--- src/rtl/cam_pkg.sv ---
// Shared definitions for the camera capture front end: bus widths, default
// frame geometry and the capture FSM state type.
package cam_pkg;

  localparam int PIXEL_W        = 16;   // RGB565 pixel
  localparam int WORD_W         = 128;  // frame-buffer word, 8 pixels
  localparam int BYTES_PER_WORD = 16;
  localparam int ADDR_W         = 25;   // frame-buffer word address

  localparam int DEF_H_PIXELS     = 640;
  localparam int DEF_V_LINES      = 480;
  localparam int DEF_FRAME_STRIDE = 65536;

  typedef enum logic [1:0] {
    SYNC       = 2'd0,  // waiting for vsync rising edge
    WAIT_FRAME = 2'd1,  // inside vsync pulse, waiting for its falling edge
    CAPTURE    = 2'd2   // packing href bytes into words
  } cap_state_e;

endpackage

--- src/rtl/cam_pixel_packer.sv ---
// Byte-to-word packer for the camera capture path.
// Bytes arrive high byte first; pixel k of a word lands in bits
// [16k+15:16k] with k=0 the first pixel received.
// Ports:
//   clk, rst_n   pixel clock, synchronous active-low reset
//   clear        drop any partial word (frame start / restart)
//   shift_en     byte_in is a valid pixel byte this cycle
//   byte_in      pixel byte
//   word         completed word, valid while word_ready is high
//   word_ready   the byte shifted this cycle completes a word
module cam_pixel_packer
  import cam_pkg::*;
(
  input  logic              clk,
  input  logic              rst_n,
  input  logic              clear,
  input  logic              shift_en,
  input  logic [7:0]        byte_in,
  output logic [WORD_W-1:0] word,
  output logic              word_ready
);

  localparam int CNT_W = $clog2(BYTES_PER_WORD);

  logic [CNT_W-1:0]           byte_cnt;
  logic [7:0]                 hi_byte;
  logic [WORD_W-PIXEL_W-1:0]  pix_sr;   // the 7 most recent whole pixels
  logic [PIXEL_W-1:0]         pixel;

  // The word is presented combinationally on the cycle of its final byte so
  // the top can register it without an extra pipeline stage.
  assign pixel      = {hi_byte, byte_in};
  assign word       = {pixel, pix_sr};
  assign word_ready = shift_en && (byte_cnt == CNT_W'(BYTES_PER_WORD - 1));

  always_ff @(posedge clk) begin
    if (!rst_n || clear) begin
      byte_cnt <= '0;
      hi_byte  <= '0;
      pix_sr   <= '0;
    end else if (shift_en) begin
      byte_cnt <= byte_cnt + CNT_W'(1);
      if (!byte_cnt[0]) begin
        hi_byte <= byte_in;
      end else begin
        // New pixel enters at the top, oldest drops off the bottom.
        pix_sr <= {pixel, pix_sr[WORD_W-PIXEL_W-1:PIXEL_W]};
      end
    end
  end

endmodule

--- src/rtl/camera_capture.sv ---
// Camera pixel-clock front end: decodes vsync/href/byte bus, packs RGB565
// pixels into 128-bit words, generates frame-buffer word addresses and
// rotates among NUM_BUFFERS buffers, flagging completed frames.
// Ports:
//   p_clk, rst_n      pixel clock, synchronous active-low reset
//   cam_vsync         frame sync (frame lies between pulses)
//   cam_href          line valid
//   cam_data          pixel byte, high byte first
//   capture_en        capture enable, sampled at frame start
//   p_data            packed word
//   wr_address        buf_idx*FRAME_STRIDE + word_idx
//   last_frame        most recently completed buffer index
//   frame_done        high with the final word of a complete frame
//   data_valid        one-cycle write strobe
//   frame_err         one-cycle pulse when a malformed frame is dropped
module camera_capture
  import cam_pkg::*;
#(
  parameter int H_PIXELS     = DEF_H_PIXELS,
  parameter int V_LINES      = DEF_V_LINES,
  parameter int NUM_BUFFERS  = 3,
  parameter int FRAME_STRIDE = DEF_FRAME_STRIDE
) (
  input  logic              p_clk,
  input  logic              rst_n,
  input  logic              cam_vsync,
  input  logic              cam_href,
  input  logic [7:0]        cam_data,
  input  logic              capture_en,
  output logic [WORD_W-1:0] p_data,
  output logic [ADDR_W-1:0] wr_address,
  output logic [2:0]        last_frame,
  output logic              frame_done,
  output logic              data_valid,
  output logic              frame_err
);

  localparam int LINE_BYTES = 2 * H_PIXELS;
  localparam int LB_W       = $clog2(LINE_BYTES + 2);
  localparam int LC_W       = $clog2(V_LINES + 1);

  localparam logic [LB_W-1:0]   LB_FULL  = LB_W'(LINE_BYTES);
  localparam logic [LB_W-1:0]   LB_LAST  = LB_W'(LINE_BYTES - 1);
  localparam logic [LB_W-1:0]   LB_OVER  = LB_W'(LINE_BYTES + 1);
  localparam logic [LC_W-1:0]   LC_LAST  = LC_W'(V_LINES - 1);
  localparam logic [2:0]        BUF_LAST = 3'(NUM_BUFFERS - 1);
  localparam logic [ADDR_W-1:0] STRIDE   = ADDR_W'(FRAME_STRIDE);

  // Registered camera inputs and their one-cycle-delayed copies for edges.
  logic       vs_r, hr_r, vs_d, hr_d;
  logic [7:0] d_r;
  logic       vs_rise, vs_fall, hr_fall;

  cap_state_e state, state_next;

  logic [LB_W-1:0]   line_bytes;  // saturates at LINE_BYTES+1 on long lines
  logic [LC_W-1:0]   line_cnt;
  logic [ADDR_W-1:0] word_idx;
  logic [2:0]        buf_idx;
  logic [ADDR_W-1:0] buf_base;    // running buf_idx*FRAME_STRIDE

  logic              clr, shift_en, byte_inc, line_done, frame_end, err;
  logic [WORD_W-1:0] word;
  logic              word_ready;

  assign vs_rise = vs_r & ~vs_d;
  assign vs_fall = ~vs_r & vs_d;
  assign hr_fall = ~hr_r & hr_d;

  always_ff @(posedge p_clk) begin
    if (!rst_n) begin
      vs_r <= 1'b0;
      hr_r <= 1'b0;
      vs_d <= 1'b0;
      hr_d <= 1'b0;
      d_r  <= '0;
    end else begin
      vs_r <= cam_vsync;
      hr_r <= cam_href;
      vs_d <= vs_r;
      hr_d <= hr_r;
      d_r  <= cam_data;
    end
  end

  cam_pixel_packer u_packer (
    .clk        (p_clk),
    .rst_n      (rst_n),
    .clear      (clr),
    .shift_en   (shift_en),
    .byte_in    (d_r),
    .word       (word),
    .word_ready (word_ready)
  );

  always_ff @(posedge p_clk) begin
    if (!rst_n) begin
      state <= SYNC;
    end else begin
      state <= state_next;
    end
  end

  always_comb begin
    state_next = state;
    clr        = 1'b0;
    shift_en   = 1'b0;
    byte_inc   = 1'b0;
    line_done  = 1'b0;
    frame_end  = 1'b0;
    err        = 1'b0;
    unique case (state)
      SYNC: begin
        clr = 1'b1;
        if (vs_rise) state_next = WAIT_FRAME;
      end
      WAIT_FRAME: begin
        clr = 1'b1;
        if (vs_fall) state_next = capture_en ? CAPTURE : SYNC;
      end
      CAPTURE: begin
        if (vs_rise) begin
          err        = 1'b1;
          clr        = 1'b1;
          state_next = WAIT_FRAME;
        end else if (hr_fall && (line_bytes != LB_FULL)) begin
          err        = 1'b1;
          clr        = 1'b1;
          state_next = SYNC;
        end else begin
          line_done = hr_fall;
          byte_inc  = hr_r && (line_bytes != LB_OVER);
          shift_en  = hr_r && (line_bytes < LB_FULL);
          // Every earlier line was exactly LINE_BYTES long (a multiple of 16),
          // so the last byte of the last line always completes a word.
          if (shift_en && (line_cnt == LC_LAST) && (line_bytes == LB_LAST)) begin
            frame_end  = 1'b1;
            state_next = SYNC;
          end
        end
      end
      default: begin
        clr        = 1'b1;
        state_next = SYNC;
      end
    endcase
  end

  always_ff @(posedge p_clk) begin
    if (!rst_n) begin
      line_bytes <= '0;
      line_cnt   <= '0;
      word_idx   <= '0;
      buf_idx    <= '0;
      buf_base   <= '0;
      p_data     <= '0;
      wr_address <= '0;
      last_frame <= '0;
      frame_done <= 1'b0;
      data_valid <= 1'b0;
      frame_err  <= 1'b0;
    end else begin
      if (clr) begin
        line_bytes <= '0;
        line_cnt   <= '0;
        word_idx   <= '0;
      end else begin
        if (line_done) begin
          line_bytes <= '0;
          line_cnt   <= line_cnt + LC_W'(1);
        end else if (byte_inc) begin
          line_bytes <= line_bytes + LB_W'(1);
        end
        if (word_ready) word_idx <= word_idx + ADDR_W'(1);
      end

      data_valid <= word_ready;
      frame_done <= frame_end;
      frame_err  <= err;

      if (word_ready) begin
        p_data     <= word;
        wr_address <= buf_base + word_idx;
      end

      if (frame_end) begin
        last_frame <= buf_idx;
        if (buf_idx == BUF_LAST) begin
          buf_idx  <= '0;
          buf_base <= '0;
        end else begin
          buf_idx  <= buf_idx + 3'd1;
          buf_base <= buf_base + STRIDE;
        end
      end
    end
  end

endmodule

--- config.mk ---
export PLATFORM = sky130hd
export DESIGN_NAME = camera_capture
export DESIGN_NICKNAME = d
export VERILOG_FILES = /design/src/rtl/cam_pkg.sv /design/src/rtl/cam_pixel_packer.sv /design/src/rtl/camera_capture.sv
export SDC_FILE = /design/constraint.sdc
export NUM_CORES = 1
export LEC_CHECK = 0
export CORE_MARGIN = 2
export CORE_UTILIZATION = 35
export DETAILED_ROUTE_END_ITERATION = 8
export PLACE_DENSITY = 0.57
export SLEW_MARGIN = 15
export SYNTH_ARGS = -nofsm -noshare
export SYNTH_HDL_FRONTEND = slang
export SYNTH_SLANG_ARGS = --single-unit
--- constraint.sdc ---
create_clock -name p_clk -period 2.24 [get_ports p_clk]
set_clock_uncertainty 0.05 [all_clocks]
set_input_delay 0.56 -clock p_clk [delete_from_list [all_inputs] [get_ports p_clk]]
set_output_delay 0.56 -clock p_clk [all_outputs]
set_load 0.02 [all_outputs]
==> qor_table.md, run 1 <==
| Group | Parameter | Reported |
| --- | --- | --- |
| final layout | Area growth from synthesis to layout | 31.89% |
| clocking | TritonCTS buffer count | 40 |
| flow run | Count of maximum capacitance violations | 0 |
| setup path | Data required time at the worst endpoint | 1.63 ns |
| power | Static power due to leakage | 5.621 nW |
| setup path | Max incr delay on CP | 0.71 ns |
| placed design | Worst-case setup slack after placement | -0.05572 ns |
| detailed routing | Number of iterations in the first detailed-routing pass | 5 |
| logic synthesis | Top_reg_cell synth | dfxtp_1 |
| power | Fraction of power spent switching nets | 0.2081 |
| floorplanning | Area of the die | 39260 sq um |
| setup path | Critical path arrival | 1.58 ns |
| logic synthesis | Count of flip-flops with a built-in enable after synthesis | 0 |
| setup path | Logic depth of the worst setup path including buffers | 1 |
| detailed routing | Routed wirelength normalized by instance count | 15.41 microns |
| sta | Final cycle utilization of the critical path | 0.9767 |
| placed design | Port Buf Inserts | 171 |
| power | Internal cell power | 10.35 mW |
| status | Run status | complete, no violations |
| setup path | Buf/Inv on CP | 1 |
| placed design | Post-DP HPWL | 24.27 mm |
| power | Relative contribution of sequential cells to total power | 0.483 |
| logic synthesis | Count of synthesis-stage warnings from yosys | 0 |
| detailed routing | DRC violation count after routing | 0 |
| detailed routing | Detail-routed via count per cell | 4.912 |
| global route | Vias in the first global route | 10990 |
| global route | First-pass GRT wire length | 57.10 mm |
| clocking | Max Root-Sink Buffers | 3 |
| setup path | Flop-to-flop setup slack | 0.08 ns |
| clocking | Clock transition time at the flip-flop clock pins of the worst setup and hold paths | 0.06 ns |
| setup path | Slowest cell on the critical path | clkdlybuf4s50_1 |
| floorplanning | Ports placed on the boundary | 172 |
| power | Power spent charging and discharging nets | 2.720 mW |
| setup path | Endpoint kind of the worst setup timing path | output port |
| global route | Maximum number of pins on one net before global-route repair | 106 |
| power | P per Cell Area | 751.2 nW/um^2 |
| setup path | Crit path cell chain | clkdlybuf4s50_1 |
| clocking | CTS Root Cell | clkbuf_16 |
| setup path | Family of cells with the greatest summed delay on the critical path | buffers and inverters |
| logic synthesis | Share of synthesized flip-flops with an asynchronous set or reset | 0 |
| sta | Minimum clock period after layout | 2.188 ns |
| setup path | Critical path launch point type | flip-flop |
| floorplanning | Die W | 198.1 microns |
| detailed routing | Final wirelength | 36.33 mm |
| logic synthesis | Synthesized area | 13190 sq um |
| detailed routing | Initial drt markers | 610 |
| clocking | Hold bufs inserted after CTS | 0 |
| setup path | Worst Path Class, Setup | flip-flop to output port |
| clocking | CTS tree | done |
| logic synthesis | Yosys cell types | 52 |
| setup path | Register-to-Register Path Depth | 6 |
| logic synthesis | Avg Inst Size Synth | 8.109 sq um |
| setup path | Critical path peak fanout | 2 |
| sta | Fmax | 457.1 MHz |
| detailed routing | Antenna-violating nets left | 0 |
| placed design | Global placer's final weighted congestion | 0.8112 |
| final layout | # diodes | 0 |
| detailed routing | Via total after detailed routing | 11580 |
| sta | Slew at the pin closest to its max-slew limit | 0.5611 ns |
| global route | Overall track demand over capacity in global routing | 0.1804 |
| final layout | Finished layout cell area | 17400 sq um |
| sta | Setup ws final | 0.05225 ns |
| logic synthesis | Synthesized Nets | 1655 |
| clocking | Clock latency of the later-clocked register in the worst-skew pair | 0.53 ns |
| logic synthesis | Cells after synthesis | 1627 |
| global route | Initial antenna violation count | 0 |
| sta | Final setup viols | 0 |
| sta | Slew Limit Headroom | 0.6259 |
| hold path | Tightest Hold Check Type | flip-flop to flip-flop |
| placed design | Post-Place Cell Area | 15970 sq um |
| sta | Final number of hold-violating endpoints | 0 |
| power | Power share of the combinational group | 0.010 |
| floorplanning | Placeable Area | 37400 sq um |
| global route | Grt ovf | 0 |
| clocking | Number of H-tree branching levels | 2 |
| hold path | Cell count of the worst hold path | 2 |
| final layout | FILL cells | 3678 |
| power | Clock network power share | 0.507 |
| floorplanning | Number of cell rows | 71 |
| logic synthesis | Flip-flop and latch count after synthesis | 354 |
| floorplanning | Die Span Y | 198.1 microns |
| sta | Setup TNS | 0 ns |
| clocking | Number of sinks on the clock net | 354 |
| final layout | Net count reported at finish | 1844 |
| floorplanning | Initial Util | 0.3527 |
| logic synthesis | Register area share after synthesis | 0.5372 |
| final layout | Fraction of layout cells with a size suffix above 1 | 0.09637 |
| sta | Pins Over Slew Limit | 0 |
| power | Peak VDD IR | 498.5 uV |
==> power groups by stage <==
| stage | Sequential (mW) | Combinational, mW | Clock (mW) |
|---|---|---|---|
| 2_1_floorplan | 6.45 | 0.0625 | 0 |
| 6_report | 6.32 | 0.129 | 6.62 |
| 3_5_place_dp | 6.46 | 0.129 | 0 |
| 3_3_place_gp | 6.46 | 0.128 | 0 |
| 5_1_grt | 6.32 | 0.140 | 7.04 |
| 4_1_cts | 6.32 | 0.130 | 6.79 |
==> sequential cells by signal, summed over array words and instances (netlist names), 3 cells and up <==
name / cells
line_bytes: 11
buf_idx: 3
u_packer.hi_byte: 8
u_packer.pix_sr: 112
last_frame: 3
buf_base: 9
word_idx: 25
d_r: 8
p_data: 128
line_cnt: 9
wr_address: 25
u_packer.byte_cnt: 4
==> cells in the mapped netlist (9+ instances only) <==
| library cell | number | share of area |
|---|---|---|
| a21oi_1 | 290 | 0.11 |
| and2_1 | 16 | 0.0076 |
| and3_1 | 11 | 0.0052 |
| buf_1 | 9 | 0.0026 |
| clkbuf_1 | 90 | 0.026 |
| dfxtp_1 | 354 | 0.54 |
| ha_1 | 15 | 0.014 |
| inv_1 | 13 | 0.0037 |
| mux2i_1 | 14 | 0.011 |
| nand2_1 | 549 | 0.16 |
| nand3_1 | 28 | 0.011 |
| nand4_1 | 10 | 0.0047 |
| nor2_1 | 61 | 0.017 |
| nor3_1 | 11 | 0.0042 |
| nor4_1 | 11 | 0.0052 |
| o21ai_0 | 16 | 0.0061 |
| or3_1 | 11 | 0.0052 |
| or4_1 | 13 | 0.0074 |
| xnor2_1 | 22 | 0.015 |
| xor2_1 | 14 | 0.0093 |
==> per-stage QoR <==
| step | power, mW | utilization | std cells | hold WS (ns) |
|---|---|---|---|---|
| floorplan | 6.517 | - | 1627 | 0.3821 |
| global placement | 6.588 | 0.4269 | 2282 | 0.3908 |
| detailed placement | 6.589 | 0.4269 | 2282 | 0.3966 |
| CTS | 13.24 | 0.4636 | 2355 | 0.4046 |
| global route | 13.49 | 0.4653 | 2358 | 0.4167 |
| finish | 13.07 | 0.4653 | 2358 | 0.4023 |
==> worst min-delay path, stage by stage, from the launching register on <==
cell and delay, ns:
dfxtp_1 0.31, nand2_1 0.05, a21oi_1 0.05
==> metal layers <==
layer / track usage / part of all wire / wire length (microns) / up-vias
li1: - / - / - / 5800
met1: 0.2383 / 0.46 / 16770 / 5457
met2: 0.2985 / 0.46 / 16790 / 277
met3: 0.03969 / 0.058 / 2113 / 48
met4: 0.04567 / 0.018 / 658 / 0
met5: 0 / 0 / 0 / -
==> worst paths after layout <==
check                        from      endpoint
max                   p_data[127]   p_data[127]
min           u_packer.pix_sr[13]    p_data[13]
max reg2reg  u_packer.byte_cnt[1]  word_idx[22]
min reg2reg   u_packer.pix_sr[13]    p_data[13]
==> cells by family (layout without fill, tap and decap cells) <==
logic type               count (synthesis)  after routing  synth area share
multiplexers                            14             14           0.01062
AO/OA/AOI/OAI                          332            332            0.1315
adder cells (fa/ha/maj)                 15             15           0.01423
XOR/XNOR                                36             36           0.02390
flip-flops                             354            354            0.5372
buffers and inverters                  120            338           0.03500
AND/OR/NAND/NOR                        756            758            0.2475
==> final cells by class <==
type | instances | area, sq um | share of cell area
Sequential cell | 354 | 7089 | 0.4074
Timing Repair Buffer | 251 | 2506 | 0.1440
Clock inverter | 16 | 151.4 | 0.008701
Clock buffer | 57 | 1206 | 0.06932
Multi-Input combinational cell | 1155 | 5751 | 0.3305
Tap cell | 511 | 639.4 | 0.03674
Inverter | 14 | 57.56 | 0.003308
==> placed cells by master, fill, tap and decap left out, types with 5 or more instances in the layout <==
master and count:
nand3_1 25, o21ai_0 16, nand4_1 10, dfxtp_1 352
clkbuf_8 12, nand2_1 548, xor2_1 14, inv_1 13
clkbuf_16 41, buf_4 64, ha_1 14, buf_12 15
mux2i_1 14, nor3_1 11, nand4b_1 5, clkdlybuf4s50_1 170
or4_1 12, a21oi_1 290, nor4_1 11, or3_1 11
or4b_2 5, o31ai_1 6, nor2_1 60, and3_1 10
and2_1 16, xnor2_1 22, clkinv_2 7
==> what timing repair did <==
action                     in CTS  in global routing
setup endpoints to repair      11                 17
resized for setup               2                  9
pin swaps                       0                  2
buffers inserted                0                  1
gates cloned                    0                  2
Note: power is estimated with default switching activity, not from simulation.
==> run 2, diff against run 1 <==
--- a/config.mk
+++ b/config.mk
@@ -10,4 +10,5 @@
 export DETAILED_ROUTE_END_ITERATION = 8
 export PLACE_DENSITY = 0.57
+export REMOVE_ABC_BUFFERS = 1
 export SLEW_MARGIN = 15
 export SYNTH_ARGS = -nofsm -noshare
==> constraint.sdc (replaced) <==
create_clock -name p_clk -period 2.24 [get_ports p_clk]
set_clock_uncertainty 0.05 [all_clocks]
set_input_delay 0.336 -clock p_clk [delete_from_list [all_inputs] [get_ports p_clk]]
set_output_delay 0.336 -clock p_clk [all_outputs]
set_load 0.02 [all_outputs]
==> run 2 against run 1 <==
Count of clock-buffer cells in the layout up 3. Final cell count down 1.1%. Critical path depth up 5. Via count down 2.0%. Power down 2.0%. Cell area down 1.4%. Worst hold slack worse by 0.079 ns. Fmax up 2.0%. Utilization down 0.66 points. First-iteration DRC count down 14%. Flip-flop and latch count unchanged. Critical path type is now flip-flop to flip-flop. Largest power group unchanged.
==> qor_table.md, run 2 (synthesized netlist as in run 1, its figures left out) <==
| Group | Parameter | Reported | vs previous |
| --- | --- | --- | --- |
| setup path | Critical path arrival | 2.59 ns | +1.01 ns |
| setup path | Worst Path Class, Setup | flip-flop to flip-flop |  |
| power | Fraction of power spent switching nets | 0.2067 | -0.001393 |
| final layout | Most frequent standard cell in the layout excluding fill and tap cells | nand2_1 |  |
| detailed routing | Detail-routed via count per cell | 4.866 | -0.94% |
| final layout | Largest regs | p_data x128, u_packer.pix_sr x112 |  |
| global route | Vias in the first global route | 10540 | -4.0% |
| global route | Overall track demand over capacity in global routing | 0.1690 | -0.01141 |
| detailed routing | Via total after detailed routing | 11350 | -2.0% |
| sta | Pins Over Slew Limit | 0 | unchanged |
| global route | Grt ovf | 0 | unchanged |
| final layout | Post-route non-filler standard cell count | 2332 | -1.1% |
| detailed routing | Antenna-violating nets left | 0 | unchanged |
| setup path | Endpoint kind of the worst setup timing path | flip-flop |  |
| power | Relative contribution of sequential cells to total power | 0.493 | +0.010 |
| power | Power share of the combinational group | 0.010 | about the same |
| setup path | Critical path peak fanout | 6 | +4 |
| clocking | Hold bufs inserted after CTS | 0 | unchanged |
| final layout | Finished layout cell area | 17150 sq um | -1.4% |
| placed design | Inst Count DP | 2257 | -1.1% |
| sta | Fmax | 466.2 MHz | +2.0% |
| sta | Setup TNS | 0 ns | unchanged |
| flow run | Count of maximum capacitance violations | 0 | unchanged |
| final layout | Max FFs per register | 128 | unchanged |
| sta | Slew at the pin closest to its max-slew limit | 0.5078 ns | -0.05333 ns |
| floorplanning | Placeable Area | 37400 sq um | unchanged |
| sta | Final setup viols | 0 | unchanged |
| hold path | Tightest Hold Check Type | primary input to flip-flop |  |
| power | Static power due to leakage | 5.453 nW | -3.0% |
| clocking | Number of H-tree branching levels | 2 | unchanged |
| clocking | CTS Root Cell | clkbuf_16 |  |
| status | Run status | complete, no violations |  |
| sta | Final cycle utilization of the critical path | 0.9575 | -0.01916 |
| setup path | Critical path launch point type | flip-flop |  |
| setup path | Data required time at the worst endpoint | 2.68 ns | +1.05 ns |
| sta | Minimum clock period after layout | 2.145 ns | -0.04291 ns |
| clocking | CTS tree | done |  |
| final layout | Utilization after layout | 0.4587 | -0.006591 |
| final layout | Fraction of layout cells with a size suffix above 1 | 0.08132 | -0.01505 |
| power | Clock network power share | 0.497 | -0.010 |
| power | Internal cell power | 10.17 mW | -1.8% |
| clocking | Max Root-Sink Buffers | 3 | unchanged |
| sta | RSZ-0062 raised after global routing | yes |  |
| detailed routing | Routed wirelength normalized by instance count | 14.53 microns | -5.7% |
| power | Power spent charging and discharging nets | 2.649 mW | -2.6% |
| power | P per Cell Area | 747.0 nW/um^2 | -0.56% |
| power | PnR Total Power | 12.81 mW | -2.0% |
| final layout | Most flops, register | p_data |  |
| placed design | Port Buf Inserts | 171 | unchanged |
| sta | Minimum hold slack | 0.3228 ns | -0.07943 ns |
| floorplanning | Area of the die | 39260 sq um | unchanged |
| placed design | Post-Place Cell Area | 15770 sq um | -1.2% |
| floorplanning | Die Span Y | 198.1 microns | unchanged |
| global route | Maximum number of pins on one net before global-route repair | 106 | unchanged |
| floorplanning | Die W | 198.1 microns | unchanged |
| global route | First-pass GRT wire length | 53.88 mm | -5.6% |
| clocking | Number of sinks on the clock net | 354 | unchanged |
| detailed routing | Number of iterations in the first detailed-routing pass | 8 | +3 |
| sta | Final number of hold-violating endpoints | 0 | unchanged |
| floorplanning | Number of cell rows | 71 | unchanged |
| detailed routing | Initial drt markers | 526 | -14% |
| floorplanning | Initial Util | 0.3527 | unchanged |
| power | Peak VDD IR | 489.0 uV | -1.9% |
| global route | Initial antenna violation count | 1 | +1 |
| clocking | Clock latency of the later-clocked register in the worst-skew pair | 0.55 ns | +0.02 ns |
| final layout | Most used cells in the layout excluding fill and tap cells | nand2_1 (548), dfxtp_1 (350), a21oi_1 (290), clkdlybuf4s50_1 (171), nor2_1 (60) |  |
| placed design | Worst-case setup slack after placement | -0.06501 ns | -0.009290 ns |
| detailed routing | DRC violation count after routing | 0 | unchanged |
| final layout | Area growth from synthesis to layout | 30.03% |  |
| placed design | Post-DP HPWL | 21.29 mm | -12% |
| placed design | Global placer's final weighted congestion | 0.8348 | +2.9% |
| sta | Slew Limit Headroom | 0.6615 | +0.03555 |
| clocking | TritonCTS buffer count | 40 | unchanged |
| final layout | Net count reported at finish | 1820 | -1.3% |
| clocking | Clock transition time at the flip-flop clock pins of the worst setup and hold paths | 0.06 ns | about the same |
| sta | Setup ws final | 0.09516 ns | +0.04291 ns |
| floorplanning | Ports placed on the boundary | 172 | unchanged |
| detailed routing | Final wirelength | 33.88 mm | -6.7% |
[run 2: final cells by class]
| type | instances | area (sq um) |
|---|---|---|
| fill | 3654 | 20250 |
| sequential | 354 | 7092 |
| tap | 511 | 639.4 |
| clock inverter | 10 | 90.09 |
| antenna | 1 | 2.502 |
| clock buffer | 60 | 1199 |
| inverter | 14 | 57.56 |
| multi-input combinational | 1155 | 5763 |
| timing repair buffer | 227 | 2311 |
[run 2: power groups by stage]
stage | registers, mW | clock network, mW | logic [mW]
3_5_place_dp | 6.46 | 0 | 0.126
5_1_grt | 6.32 | 6.81 | 0.136
6_report | 6.32 | 6.37 | 0.126
3_3_place_gp | 6.46 | 0 | 0.125
2_1_floorplan | 6.45 | 0 | 0.0501
4_1_cts | 6.32 | 6.56 | 0.126
[run 2: path summary, 6_finish.rpt]
kind / start / endpoint / slack [ns] / cells past startpoint
setup reg to reg: u_packer.byte_cnt[0] / word_idx[20] / 0.1 / 6
setup / recovery: u_packer.byte_cnt[0] / word_idx[20] / 0.1 / 6
hold / removal: cam_data[6] / d_r[6] / 0.32 / 2
hold reg to reg: p_data[28] / p_data[28] / 0.40 / 2
[run 2: what timing repair did]
action / in CTS / in global routing
resized for setup: 1 / 14
setup buffers: 0 / 2
endpoints found under the setup margin: 7 / 20
cloned: 0 / 2
pin swaps: 0 / 3
[run 2: worst max-delay path: stages, from the launching register on]
cell and delay, ns:
dfxtp_1 0.34, ha_1 0.18, nand3_1 0.13, or3_1 0.42, or4_4 0.48, or4_1 0.41
nand2_1 0.09
[run 2: routing by layer]
layer,up-vias,track usage,part of all wire
met1,5338,0.2230,0.46
met5,-,0,0
li1,5738,-,-
met2,224,0.2788,0.47
met3,47,0.03287,0.049
met4,0,0.05235,0.020
